`src/rtl/vtile_pkg.sv`:
```
// Shared types and defaults for the vector tile schedulers.
package vtile_pkg;

    localparam int unsigned DefWidth     = 16;
    localparam int unsigned DefNumInputs = 8;
    localparam int unsigned DefNumReq    = 4;

    typedef enum logic [1:0] {
        StIdle,
        StWrite,
        StExec
    } sched_state_e;

    typedef logic [DefWidth-1:0] vector_t [DefNumInputs:0];

    // Flattened bit width of one vector of num_inputs+1 elements.
    function automatic int unsigned vec_bits(input int unsigned width,
                                             input int unsigned num_inputs);
        return width * (num_inputs + 1);
    endfunction

endpackage

```
`src/rtl/rr_arbiter.sv`:
```
// Combinational round-robin arbiter: one-hot grant to the first set request
// found searching upward from ptr and wrapping. No grant when en is low.
module rr_arbiter #(
    parameter int unsigned N = 4
) (
    input  logic [N-1:0]         req,
    input  logic [$clog2(N)-1:0] ptr,
    input  logic                 en,
    output logic [N-1:0]         gnt
);

    localparam int unsigned PtrW = $clog2(N);

    logic            found;
    logic [PtrW-1:0] idx;

    // Rotating priority search starting at ptr.
    always_comb begin
        gnt   = '0;
        found = 1'b0;
        idx   = '0;
        for (int k = 0; k < int'(N); k++) begin
            idx = PtrW'((int'(ptr) + k) % int'(N));
            if (en && !found && req[idx]) begin
                gnt[idx] = 1'b1;
                found    = 1'b1;
            end
        end
    end

endmodule

```
`src/rtl/vtile_mem_sched.sv`:
```
// Write-port scheduler for the vector tile register-file memory.
// Arbitrates NUM_REQ requesters round-robin, buffers the granted vector, holds
// mem_write_en until mem_write_ack, then optionally pulses mem_on_off for
// EXEC_CYCLES cycles. write_en and on_off are never high together.
// Optional feature: define VTILE_SCHED_TIMEOUT_EN to abort a WRITE that sees no
// ack within ACK_TIMEOUT cycles (done_err = 1).
module vtile_mem_sched
    import vtile_pkg::*;
#(
    parameter int unsigned WIDTH       = DefWidth,
    parameter int unsigned NUM_INPUTS  = DefNumInputs,
    parameter int unsigned NUM_REQ     = DefNumReq,
    parameter int unsigned EXEC_CYCLES = 1,
    parameter int unsigned ACK_TIMEOUT = 15
) (
    input  logic                                      clk,
    input  logic                                      reset,
    input  logic [NUM_REQ-1:0]                        req_valid,
    input  logic [NUM_REQ-1:0]                        req_exec,
    input  logic [NUM_REQ*(NUM_INPUTS+1)*WIDTH-1:0]   req_data,
    output logic [NUM_REQ-1:0]                        req_ready,
    output logic                                      mem_write_en,
    output logic [(NUM_INPUTS+1)*WIDTH-1:0]           mem_w_data,
    input  logic                                      mem_write_rdy,
    input  logic                                      mem_write_ack,
    output logic                                      mem_on_off,
    output logic                                      done_valid,
    output logic [$clog2(NUM_REQ)-1:0]                done_id,
    output logic                                      done_err,
    output logic                                      busy
);

    localparam int unsigned IdW      = $clog2(NUM_REQ);
    localparam int unsigned VecW     = vec_bits(WIDTH, NUM_INPUTS);
    localparam logic [3:0]  ExecLast = 4'(EXEC_CYCLES - 1);

    sched_state_e    state_q, state_d;
    logic [IdW-1:0]  rr_ptr_q, rr_ptr_d;
    logic [IdW-1:0]  cur_id_q, cur_id_d;
    logic            exec_flag_q, exec_flag_d;
    logic [VecW-1:0] buf_q, buf_d;
    logic [3:0]      exec_cnt_q, exec_cnt_d;
    logic            done_d, err_d;

    logic            mem_write_en_q, mem_on_off_q, busy_q;
    logic            done_valid_q, done_err_q;
    logic [IdW-1:0]  done_id_q;

    logic [NUM_REQ-1:0] gnt;
    logic               grant_any;
    logic [IdW-1:0]     grant_id;
    logic [VecW-1:0]    grant_vec;
    logic               grant_exec;

`ifdef VTILE_SCHED_TIMEOUT_EN
    localparam logic [7:0] AckLast = 8'(ACK_TIMEOUT - 1);
    logic [7:0] to_cnt_q, to_cnt_d;
`else
    logic unused_ack_timeout;
    assign unused_ack_timeout = ^ACK_TIMEOUT;
`endif

    // reset is folded in so req_ready is 0 while reset is asserted.
    rr_arbiter #(
        .N (NUM_REQ)
    ) u_arb (
        .req (req_valid),
        .ptr (rr_ptr_q),
        .en  ((state_q == StIdle) && mem_write_rdy && reset),
        .gnt (gnt)
    );

    assign req_ready = gnt;
    assign grant_any = |gnt;

    // Encode the one-hot grant and select the granted requester's payload.
    always_comb begin
        grant_id   = '0;
        grant_vec  = '0;
        grant_exec = 1'b0;
        for (int i = 0; i < int'(NUM_REQ); i++) begin
            if (gnt[i]) begin
                grant_id   = IdW'(i);
                grant_vec  = req_data[i*VecW +: VecW];
                grant_exec = req_exec[i];
            end
        end
    end

    // Next-state logic for the IDLE/WRITE/EXEC controller.
    always_comb begin
        state_d     = state_q;
        rr_ptr_d    = rr_ptr_q;
        cur_id_d    = cur_id_q;
        exec_flag_d = exec_flag_q;
        buf_d       = buf_q;
        exec_cnt_d  = '0;
        done_d      = 1'b0;
        err_d       = 1'b0;
`ifdef VTILE_SCHED_TIMEOUT_EN
        to_cnt_d    = '0;
`endif
        unique case (state_q)
            StIdle: begin
                if (grant_any) begin
                    buf_d       = grant_vec;
                    exec_flag_d = grant_exec;
                    cur_id_d    = grant_id;
                    rr_ptr_d    = (grant_id == IdW'(NUM_REQ - 1)) ? '0 : grant_id + 1'b1;
                    state_d     = StWrite;
                end
            end
            StWrite: begin
                if (mem_write_ack) begin
                    if (exec_flag_q) begin
                        state_d = StExec;
                    end else begin
                        state_d = StIdle;
                        done_d  = 1'b1;
                    end
                end
`ifdef VTILE_SCHED_TIMEOUT_EN
                else if (to_cnt_q == AckLast) begin
                    // Abort: EXEC is skipped even if exec_flag is set.
                    state_d = StIdle;
                    done_d  = 1'b1;
                    err_d   = 1'b1;
                end else begin
                    to_cnt_d = to_cnt_q + 8'd1;
                end
`endif
            end
            StExec: begin
                if (exec_cnt_q == ExecLast) begin
                    state_d = StIdle;
                    done_d  = 1'b1;
                end else begin
                    exec_cnt_d = exec_cnt_q + 4'd1;
                end
            end
            default: state_d = StIdle;
        endcase
    end

    // State, datapath and registered outputs; outputs decode the next state so
    // write_en falls and on_off rises on the same edge.
    always_ff @(posedge clk or negedge reset) begin
        if (!reset) begin
            state_q        <= StIdle;
            rr_ptr_q       <= '0;
            cur_id_q       <= '0;
            exec_flag_q    <= 1'b0;
            buf_q          <= '0;
            exec_cnt_q     <= '0;
            mem_write_en_q <= 1'b0;
            mem_on_off_q   <= 1'b0;
            busy_q         <= 1'b0;
            done_valid_q   <= 1'b0;
            done_id_q      <= '0;
            done_err_q     <= 1'b0;
`ifdef VTILE_SCHED_TIMEOUT_EN
            to_cnt_q       <= '0;
`endif
        end else begin
            state_q        <= state_d;
            rr_ptr_q       <= rr_ptr_d;
            cur_id_q       <= cur_id_d;
            exec_flag_q    <= exec_flag_d;
            buf_q          <= buf_d;
            exec_cnt_q     <= exec_cnt_d;
            mem_write_en_q <= (state_d == StWrite);
            mem_on_off_q   <= (state_d == StExec);
            busy_q         <= (state_d != StIdle);
            done_valid_q   <= done_d;
            done_id_q      <= done_d ? cur_id_q : '0;
            done_err_q     <= err_d;
`ifdef VTILE_SCHED_TIMEOUT_EN
            to_cnt_q       <= to_cnt_d;
`endif
        end
    end

    assign mem_write_en = mem_write_en_q;
    assign mem_w_data   = buf_q;
    assign mem_on_off   = mem_on_off_q;
    assign busy         = busy_q;
    assign done_valid   = done_valid_q;
    assign done_id      = done_id_q;
    assign done_err     = done_err_q;

endmodule

```
`config.mk`:
```
export PLATFORM = sky130hd
export DESIGN_NAME = vtile_mem_sched
export DESIGN_NICKNAME = d
export VERILOG_FILES = /design/src/rtl/vtile_pkg.sv /design/src/rtl/rr_arbiter.sv /design/src/rtl/vtile_mem_sched.sv
export SDC_FILE = /design/constraint.sdc
export NUM_CORES = 1
export LEC_CHECK = 0
export CAP_MARGIN = 20
export CORE_AREA = 10 10 277 279
export CTS_CLUSTER_SIZE = 10
export DETAILED_ROUTE_END_ITERATION = 12
export DIE_AREA = 0 0 287 289
export HOLD_SLACK_MARGIN = 0.02
export PLACE_DENSITY = 0.52
export SKIP_CTS_REPAIR_TIMING = 1
export SLEW_MARGIN = 20
export SYNTH_ARGS = -nofsm -noshare
export SYNTH_HDL_FRONTEND = slang
export SYNTH_HIERARCHICAL = 1
export SYNTH_SLANG_ARGS = --single-unit
```
`constraint.sdc`:
```
create_clock -name clk -period 10.85 [get_ports clk]
set_input_delay 1.6275 -clock clk [delete_from_list [all_inputs] [get_ports clk]]
set_output_delay 1.6275 -clock clk [all_outputs]
set_load 0.01 [all_outputs]
```
==> results.json <==
{
  "maxSlewViolCount": 0,
  "gp_congestion": 0.844,
  "crit_arrival_ps": 4840,
  "die-area_sq_um": 82900,
  "ant_nets": 0,
  "finClkSkew_ps": 20.1,
  "cts_tree": "done",
  "cts.clk_slew.worst_paths_ps": 70,
  "drt_iter0_drc": 638,
  "final_common_cell": "clkdlybuf4s50_1",
  "final_core_util": 0.270,
  "syn_nets": 1556,
  "portBuffers": 741,
  "drive_gt1_frac": 0.127,
  "nNetsFinal": 2215,
  "final_cell_mix": "clkdlybuf4s50_1 (740), a22oi_1 (290), dfrtp_1 (161), o21a_1 (145), o211ai_2 (144)",
  "required_ps": 9220,
  "grt_pass1_wl_um": 93300,
  "syn_area_per_cell_sq_um": 10.9,
  "routedWlPerCell_um": 25.9,
  "min_path_type": "reg2reg",
  "status": "finished, final reports clean",
  "ios": 743,
  "p_comb_frac": 0.603,
  "critPathKind": "in2out",
  "die_w_um": 287,
  "coreArea_sq_um": 71100,
  "multi_input_area_sq_um": 5760,
  "seq_area_sq_um": 4030,
  "grt_remaining_overflow": 0,
  "area_delta_synth_final_pct": 84.5,
  "grt_pass1_vias": 12441,
  "fillCellCount": 7418,
  "power_frac_clock": 0.148,
  "synthDominantCellAreaShare": 0.387,
  "root_buffer": "clkbuf_16",
  "max-cap-violations": 0,
  "numCtsBuffers": 17,
  "htree_num_levels": 4,
  "drcViolationCount": 0,
  "synthFlopType": "dfrtp_1",
  "num_rows": 98,
  "antenna_found_initial": 28,
  "leakagePower_nw": 6.31,
  "hold_viol_final": 0,
  "route.vias.total": 11523,
  "rsz0062_at_grt": "no",
  "start_kind": "input pin",
  "synth_edf_count": 0,
  "fmax_ghz": 0.155,
  "setup_viol": 0,
  "start_util": 0.147,
  "min_period_ps": 6470,
  "clock_latency_ps": 490,
  "cts_sinks": 161,
  "synth_cell_type_count": 45,
  "synth-seq-cells": 161,
  "power.density_nw_per_um2": 234,
  "yosys.area.top_type": "dfrtp_1",
  "worstMarginPinSlew_ps": 1050,
  "viasPerCell": 4.45,
  "drt_first_pass_iters": 5,
  "yosys_warnings": 6,
  "endpoint_kind": "output pin",
  "grt_max_degree": 149,
  "finalSetupTns_ps": 0,
  "synth_seq_area_share": 0.387,
  "netlist_area_sq_um": 10400,
  "synthCells": 955,
  "p_sw_mw": 1.82,
  "internal_power_mw": 2.67,
  "finalCritPeriodShare": 0.596,
  "cts.path.max_buffers": 2,
  "critPathMaxFanout": 74,
  "total_power_mw": 4.49,
  "maxSlewHeadroom": 0.302,
  "ys_async_sr_fraction": 1.00,
  "synthTopCellsByArea": "dfrtp_1 (39%), a22oi_1 (21%), o211ai_2 (17%)",
  "seqPwrFrac": 0.249,
  "routed_wl_um": 67000,
  "die_h_um": 289,
  "hpwl_um": 55600,
  "ir_drop_v": 0.000399,
  "track_usage": 0.154,
  "p_sw_frac": 0.405
}
==> synth_stat cells (2+ instances only) <==
master,n
nor2_1,6
buf_2,23
o211ai_1,2
and3_1,2
a22oi_1,290
or3b_1,5
nand3_1,2
clkbuf_1,57
mux2i_1,2
inv_1,16
o21ai_0,3
buf_1,15
nor2b_1,2
inv_2,2
ha_1,13
o211ai_2,144
nand2_1,11
buf_6,18
mux4_2,2
o21a_1,145
a21oi_1,7
dfrtp_1,161
or4_1,2
a221o_1,4
==> per-stage QoR <==
stage	setup WS, ps	std cells	hold slack (ps)	instance area (sq um)
final	4380	2588	492	19200
after detailed placement	4160	2545	479	18600
after CTS	4320	2577	496	19200
after floorplan	6340	955	451	10400
after global placement	4310	2545	470	18600
after global routing	4190	2586	506	19200
==> worst max-delay path, stage by stage <==
cell,delay [ps]
clkdlybuf4s50_1,540
or3b_1,360
o311a_1,150
a2111oi_2,600
a221o_4,850
clkdlybuf4s50_1,700
==> cell families (layout without fill, tap and decap cells) <==
| kind of cell | count (synthesis) | after routing | share of synthesized area |
|---|---|---|---|
| AO/OA/AOI/OAI | 603 | 603 | 0.504 |
| XOR/XNOR | 2 | 2 | 0.00168 |
| adder cells (fa/ha/maj) | 13 | 13 | 0.0156 |
| buffers and inverters | 133 | 805 | 0.0641 |
| flip-flops | 161 | 161 | 0.387 |
| multiplexers | 5 | 5 | 0.00732 |
| other | 1 | 12 | 0.000360 |
| AND/OR/NAND/NOR | 37 | 37 | 0.0204 |
==> state kept, by name, indices dropped and copies added (netlist names) <==
name / count
busy: 1
exec_cnt_q: 4
mem_write_en: 1
state_q: 2
done_valid: 1
mem_on_off: 1
exec_flag_q: 1
mem_w_data: 144
rr_ptr_q: 2
done_id: 2
cur_id_q: 2
==> power by group through the flow <==
stage          combinational, mW  sequential [mW]  clock [mW]
6_report                    2.71             1.12       0.666
4_1_cts                     2.74             1.12       0.697
3_3_place_gp                2.70             1.12           0
2_1_floorplan               1.44             1.23           0
3_5_place_dp                2.73             1.13           0
5_1_grt                     2.94             1.16       0.718
==> final cells by class <==
| type | instances | share of cell area |
|---|---|---|
| Timing Repair Buffer | 755 | 0.393 |
| Clock inverter | 14 | 0.00872 |
| Sequential cell | 161 | 0.210 |
| Tap cell | 950 | 0.0618 |
| Clock buffer | 18 | 0.0228 |
| Antenna cell | 11 | 0.00143 |
| Multi-Input combinational cell | 661 | 0.299 |
| Inverter | 18 | 0.00351 |
==> path summary, 6_finish.rpt <==
path | from | endpoint | slack (ps) | cells after the start
worst max-delay path | req_valid[2] | req_ready[2] | 4380 | 6
worst min register to register | mem_w_data[82]$_DFFE_PN0P_ | mem_w_data[82]$_DFFE_PN0P_ | 490 | 1
max in group asynchronous | reset | mem_w_data[49]$_DFFE_PN0P_ | 8540 | 2
worst max register to register | rr_ptr_q[0]$_DFFE_PN0P_ | mem_w_data[37]$_DFFE_PN0P_ | 5230 | 11
min in group asynchronous | reset | rr_ptr_q[1]$_DFFE_PN0P_ | 1100 | 1
worst min-delay path | mem_w_data[82]$_DFFE_PN0P_ | mem_w_data[82]$_DFFE_PN0P_ | 490 | 1
==> layer usage <==
layer / vias to the layer above / global-route usage / wire [um]
met5: - / 0 / 115
met4: 16 / 0.0473 / 1360
met3: 68 / 0.0646 / 6790
met2: 592 / 0.257 / 32300
met1: 5647 / 0.177 / 26400
li1: 5200 / - / -
Power figures use the tool's default switching activity.
==> RTL change 1: new RTL, same settings <==
Set the package constant `DefNumReq` to 2 (it was 4).
--- a/src/rtl/vtile_pkg.sv
+++ b/src/rtl/vtile_pkg.sv
@@ -3,7 +3,7 @@
 
     localparam int unsigned DefWidth     = 16;
     localparam int unsigned DefNumInputs = 8;
-    localparam int unsigned DefNumReq    = 4;
+    localparam int unsigned DefNumReq    = 2;
 
     typedef enum logic [1:0] {
         StIdle,
Interface: changed (5 resized); port bits go from 743 to 448. The function was not compared with the original's and may differ.
==> RTL change 1 against the original RTL <==
- sequential cell count is 3 lower
- via count is 44% lower
- register-to-register slack better by 1900 ps
- power is 37% lower
- clock power is 3.6% lower
- routed wire length is 55% lower
- synthesized area is 30% lower
- setup slack better by 1000 ps
- critical path depth stayed put
- die area stayed put
- synthesized cell count is 27% lower
- sequential power is 12% lower
- hold slack worse by 13 ps
- design area is 31% lower
- highest routed layer is now met4
==> RTL change 1: results (changes against the original RTL) <==
Run status
  • Result of the run: complete, no violations

Critical path
  • Critical path arrival: 3820 ps (-1020 ps)
  • Crit Reg-Reg Endpoint: mem_w_data[119]
  • Cells on worst reg2reg path: 9 (-2)
  • R2r startpoint: state_q[1]
  • CP top delay family: buffers and inverters

GRT
  • Largest net degree at the start of global routing: 112 (-25%)
  • Met2 track demand over resource in global routing: 12.4% (-13 points)
  • First-pass GRT wire length: 44100 µm (-53%)
  • Total global routing track utilization: 7.11% (-8.3 points)

Logic synthesis
  • Number of distinct library cells after synthesis: 26 (-42%)
  • Leading cell types by count after synthesis: 158 x sky130_fd_sc_hd__dfrtp_1, 154 x sky130_fd_sc_hd__nand2_1, 145 x sky130_fd_sc_hd__mux2i_1, 127 x sky130_fd_sc_hd__o21ai_0, 24 x sky130_fd_sc_hd__buf_2

Detailed routing
  • M1 WL: 11500 µm (-56%)
  • Vias: 6440 (-44%)
  • Avg WL per Cell: 14.4 µm (-44%)
  • Detailed route wirelength on metal2: 15500 µm (-52%)
  • Top sig layer: met4
  • DR iter-0 viols: 156 (-76%)

Power
  • Switching Power: 0.962 mW (-47%)
  • Portion of total power attributed to the clock network: 22.6% (+7.8 points)
  • Combinational group share of total power: 42.4% (-18 points)

Timing
  • Maximum clock skew at final layout: 13.6 ps (-6.58 ps)
  • Worst-margin pin slew: 981 ps (-66.3 ps)
  • Worst hold slack: 479 ps (-13.1 ps)
  • Highest achievable clock rate: 184 MHz (+19%)

Placement
  • Weighted congestion at the end of routability-driven global placement: 0.725 (-14%)
  • Post-placement cell count: 2048 (-20%)
  • Detailed Place HPWL: 23900 µm (-57%)
  • Number of input and output port buffers inserted: 446 (-40%)

Layout
  • Non-filler cells in the finished layout: 2078 (-20%)
-- RTL change 1: changes by cell type in the layout (fill, tap and decap cells not counted), sizes merged, moves of 11 or more --
cell,delta
inv,-17
o21ai,+145
clkdlybuf4s50,-295
o21a,-145
nand2,+143
o211ai,-146
a22oi,-290
diode,-11
mux2i,+143
-- RTL change 1: cells by family after synthesis --
group                    share of synthesized area [%]
AND/OR/NAND/NOR                                   9.15
flip-flops                                        54.1
AO/OA/AOI/OAI                                     11.1
multiplexers                                      20.0
buffers and inverters                             4.41
adder cells (fa/ha/maj)                           1.03
XOR/XNOR                                         0.240
other                                           0.0513
-- RTL change 1: cell type report --
type / count / area, µm²
Fill cell: 7835 / 57800
Timing Repair Buffer: 454 / 4530
Sequential cell: 158 / 3950
Multi-Input combinational cell: 479 / 3060
Tap cell: 950 / 1190
Clock buffer: 18 / 439
Clock inverter: 12 / 163
Inverter: 7 / 26.3
==> RTL change 2: new RTL, config.mk and constraints unchanged <==
Made on the original files. Reset style: synchronous (`reset`), changed in one clocked block.
--- a/src/rtl/vtile_mem_sched.sv
+++ b/src/rtl/vtile_mem_sched.sv
@@ -144,7 +144,7 @@
 
     // State, datapath and registered outputs; outputs decode the next state so
     // write_en falls and on_off rises on the same edge.
-    always_ff @(posedge clk or negedge reset) begin
+    always_ff @(posedge clk) begin
         if (!reset) begin
             state_q        <= StIdle;
             rr_ptr_q       <= '0;
Behaviour: differs if reset is asserted again (counterexample within 4 cycles, from zero or initial values and one cycle with reset low); with reset held inactive, the same outputs for 4 cycles.
==> RTL change 2 against the original RTL <==
- power fell by 18%
- design area fell by 7.9%
- setup slack improved by 360 ps
- global-route usage fell by 0.80 points
- sequential power fell by 13%
- synthesized area fell by 14%
- routed wire length fell by 3.9%
- sequential cell count did not move
- largest power group unchanged
==> RTL change 2: results (changes against the original RTL) <==
Worst hold path
  • Worst min-delay path startpoint: cur_id_q[1]
  • Path category of the worst min-delay check: flop to flop

Placement
  • Cell area after placement: 17100 µm² (-7.8%)
  • Detailed Place HPWL: 51400 µm (-7.4%)
  • Weighted congestion at the end of routability-driven global placement: 0.866 (+2.6%)
  • Number of input and output port buffers inserted: 741 (unchanged)

Logic synthesis
  • Xor-xnor portion of the synthesized cell area: 0.196% (+0.028 points)
  • Top_reg_cell synth: sky130_fd_sc_hd__dfxtp_1
  • Complex-gate fraction of the synthesized area: 51.5% (+1.1 points)
  • Number of distinct library cells after synthesis: 41 (-8.9%)
  • Leading cell types by count after synthesis: 297 x sky130_fd_sc_hd__a21oi_1, 284 x sky130_fd_sc_hd__o21ai_0, 161 x sky130_fd_sc_hd__dfxtp_1, 149 x sky130_fd_sc_hd__a221o_1, 85 x sky130_fd_sc_hd__clkbuf_1
  • Proportion of synthesized flip-flops having asynchronous set or reset: 0% (-100 points)
  • Top cells by area, synth: sky130_fd_sc_hd__dfxtp_1 36%, sky130_fd_sc_hd__a221o_1 17%, sky130_fd_sc_hd__a21oi_1 17%, sky130_fd_sc_hd__o21ai_0 16%, sky130_fd_sc_hd__clkbuf_1 3.6%
  • Sequential cell area fraction in the yosys report: 36.1% (-2.6 points)
  • Synthesized Nets: 1721 (+11%)
  • Multiplexer area fraction after synthesis: 0.729% (-0.0039 points)

Critical path
  • R2r startpoint: rr_ptr_q[0]
  • Worst path max stage delay: 680 ps (-170 ps)
  • Critical path fanouts, max: 6 (-92%)
  • Critical path arrival: 4480 ps (-360 ps)

Detailed routing
  • Per-cell via count in the routed design: 4.44 (-0.20%)
  • Total routed wirelength: 64400 µm (-3.9%)
  • DR iter-0 viols: 567 (-11%)

Clock tree
  • Insertion delay of the later-clocked pin in the worst-skew pair: 470 ps (-20 ps)

Layout
  • Layout cells sized above 1: 3.43% (-9.2 points)
  • Total of fill cells in the finished design: 7645 (+3.1%)
  • Final nets: 2366 (+6.8%)

Timing
  • Maximum clock skew at final layout: 19.2 ps (-0.920 ps)
  • Max-slew headroom: 28.0% (-2.2 points)

GRT
  • First-pass GRT wire length: 89800 µm (-3.7%)
  • Total global routing track utilization: 14.6% (-0.80 points)
  • Largest net degree at the start of global routing: 92 (-38%)
  • Vias in the first global route: 12749 (+2.5%)
  • Initial antenna violation count: 14 (-50%)

Power
  • Leakage dissipation: 6.16 nW (-2.4%)
  • Worst voltage drop across the vdd grid: 0.157 mV (-61%)

Run status
  • Result of the run: complete, no violations
==> RTL change 2: cell count changes after synthesis, moves of 145 or more <==
| cell | delta |
|---|---|
| sky130_fd_sc_hd__a22oi_1 | -290 |
| sky130_fd_sc_hd__o21ai_0 | +281 |
| sky130_fd_sc_hd__dfrtp_1 | -161 |
| sky130_fd_sc_hd__a21oi_1 | +290 |
| sky130_fd_sc_hd__a221o_1 | +145 |
| sky130_fd_sc_hd__dfxtp_1 | +161 |
==> RTL change 2: path summary, 6_finish.rpt <==
| kind | to | slack [ps] | cells past startpoint |
|---|---|---|---|
| worst max-delay path | req_ready[1] | 4740 | 6 |
| worst min-delay path | cur_id_q[1] | 450 | 2 |
| worst max register to register | mem_w_data[140] | 5590 | 10 |
| worst min register to register | cur_id_q[1] | 450 | 2 |
==> RTL change 2: layout make-up <==
type | instances | area [µm²] | area share [%]
multi-input combinational | 810 | 5120 | 28.9
sequential | 161 | 3220 | 18.2
clock inverter | 11 | 105 | 0.594
inverter | 18 | 70.1 | 0.396
tap | 950 | 1190 | 6.71
timing repair buffer | 757 | 7530 | 42.5
clock buffer | 21 | 450 | 2.54
antenna | 5 | 12.5 | 0.0707
==> RTL change 2: power groups by stage <==
stage               sequential (mW)  combinational (mW)  clock (mW)
finish                        0.977                2.12       0.614
global route                   1.01                2.32       0.666
CTS                           0.978                2.15       0.645
detailed placement            0.984                2.14           0
global placement              0.979                2.12           0
floorplan                      1.07               0.932           0
==> RTL change 2: worst register-to-register path, cell delays in order, from the launching register on <==
cell	delay (ps)
sky130_fd_sc_hd__dfxtp_1	590
sky130_fd_sc_hd__inv_2	150
sky130_fd_sc_hd__ha_1	410
sky130_fd_sc_hd__mux4_2	610
sky130_fd_sc_hd__a2111oi_2	650
sky130_fd_sc_hd__a221o_4	400
sky130_fd_sc_hd__buf_4	720
sky130_fd_sc_hd__buf_4	930
sky130_fd_sc_hd__a221o_1	340
sky130_fd_sc_hd__o21ai_0	220
sky130_fd_sc_hd__a21oi_1	210
==> RTL change 2: metrics by stage <==
stage | power, mW | hold slack (ps) | utilization (%) | setup WS (ps) | std cells
2_1_floorplan | 2.00 | 427 | - | 6250 | 1120
4_1_cts | 3.78 | 457 | 24.9 | 4810 | 2728
3_5_place_dp | 3.12 | 446 | 24.1 | 4800 | 2696
5_1_grt | 4.00 | 493 | 24.9 | 4680 | 2730
6_report | 3.71 | 450 | 24.9 | 4740 | 2733
3_3_place_gp | 3.10 | 439 | 24.1 | 4870 | 2696
==> RTL change 2: routing by layer <==
layer	track usage (%)	wire (µm)	up-vias
met3	5.78	6590	74
met1	16.3	24700	5810
li1	-	-	5637
met5	0	63	-
met2	25.3	31700	613
met4	4.31	1310	10
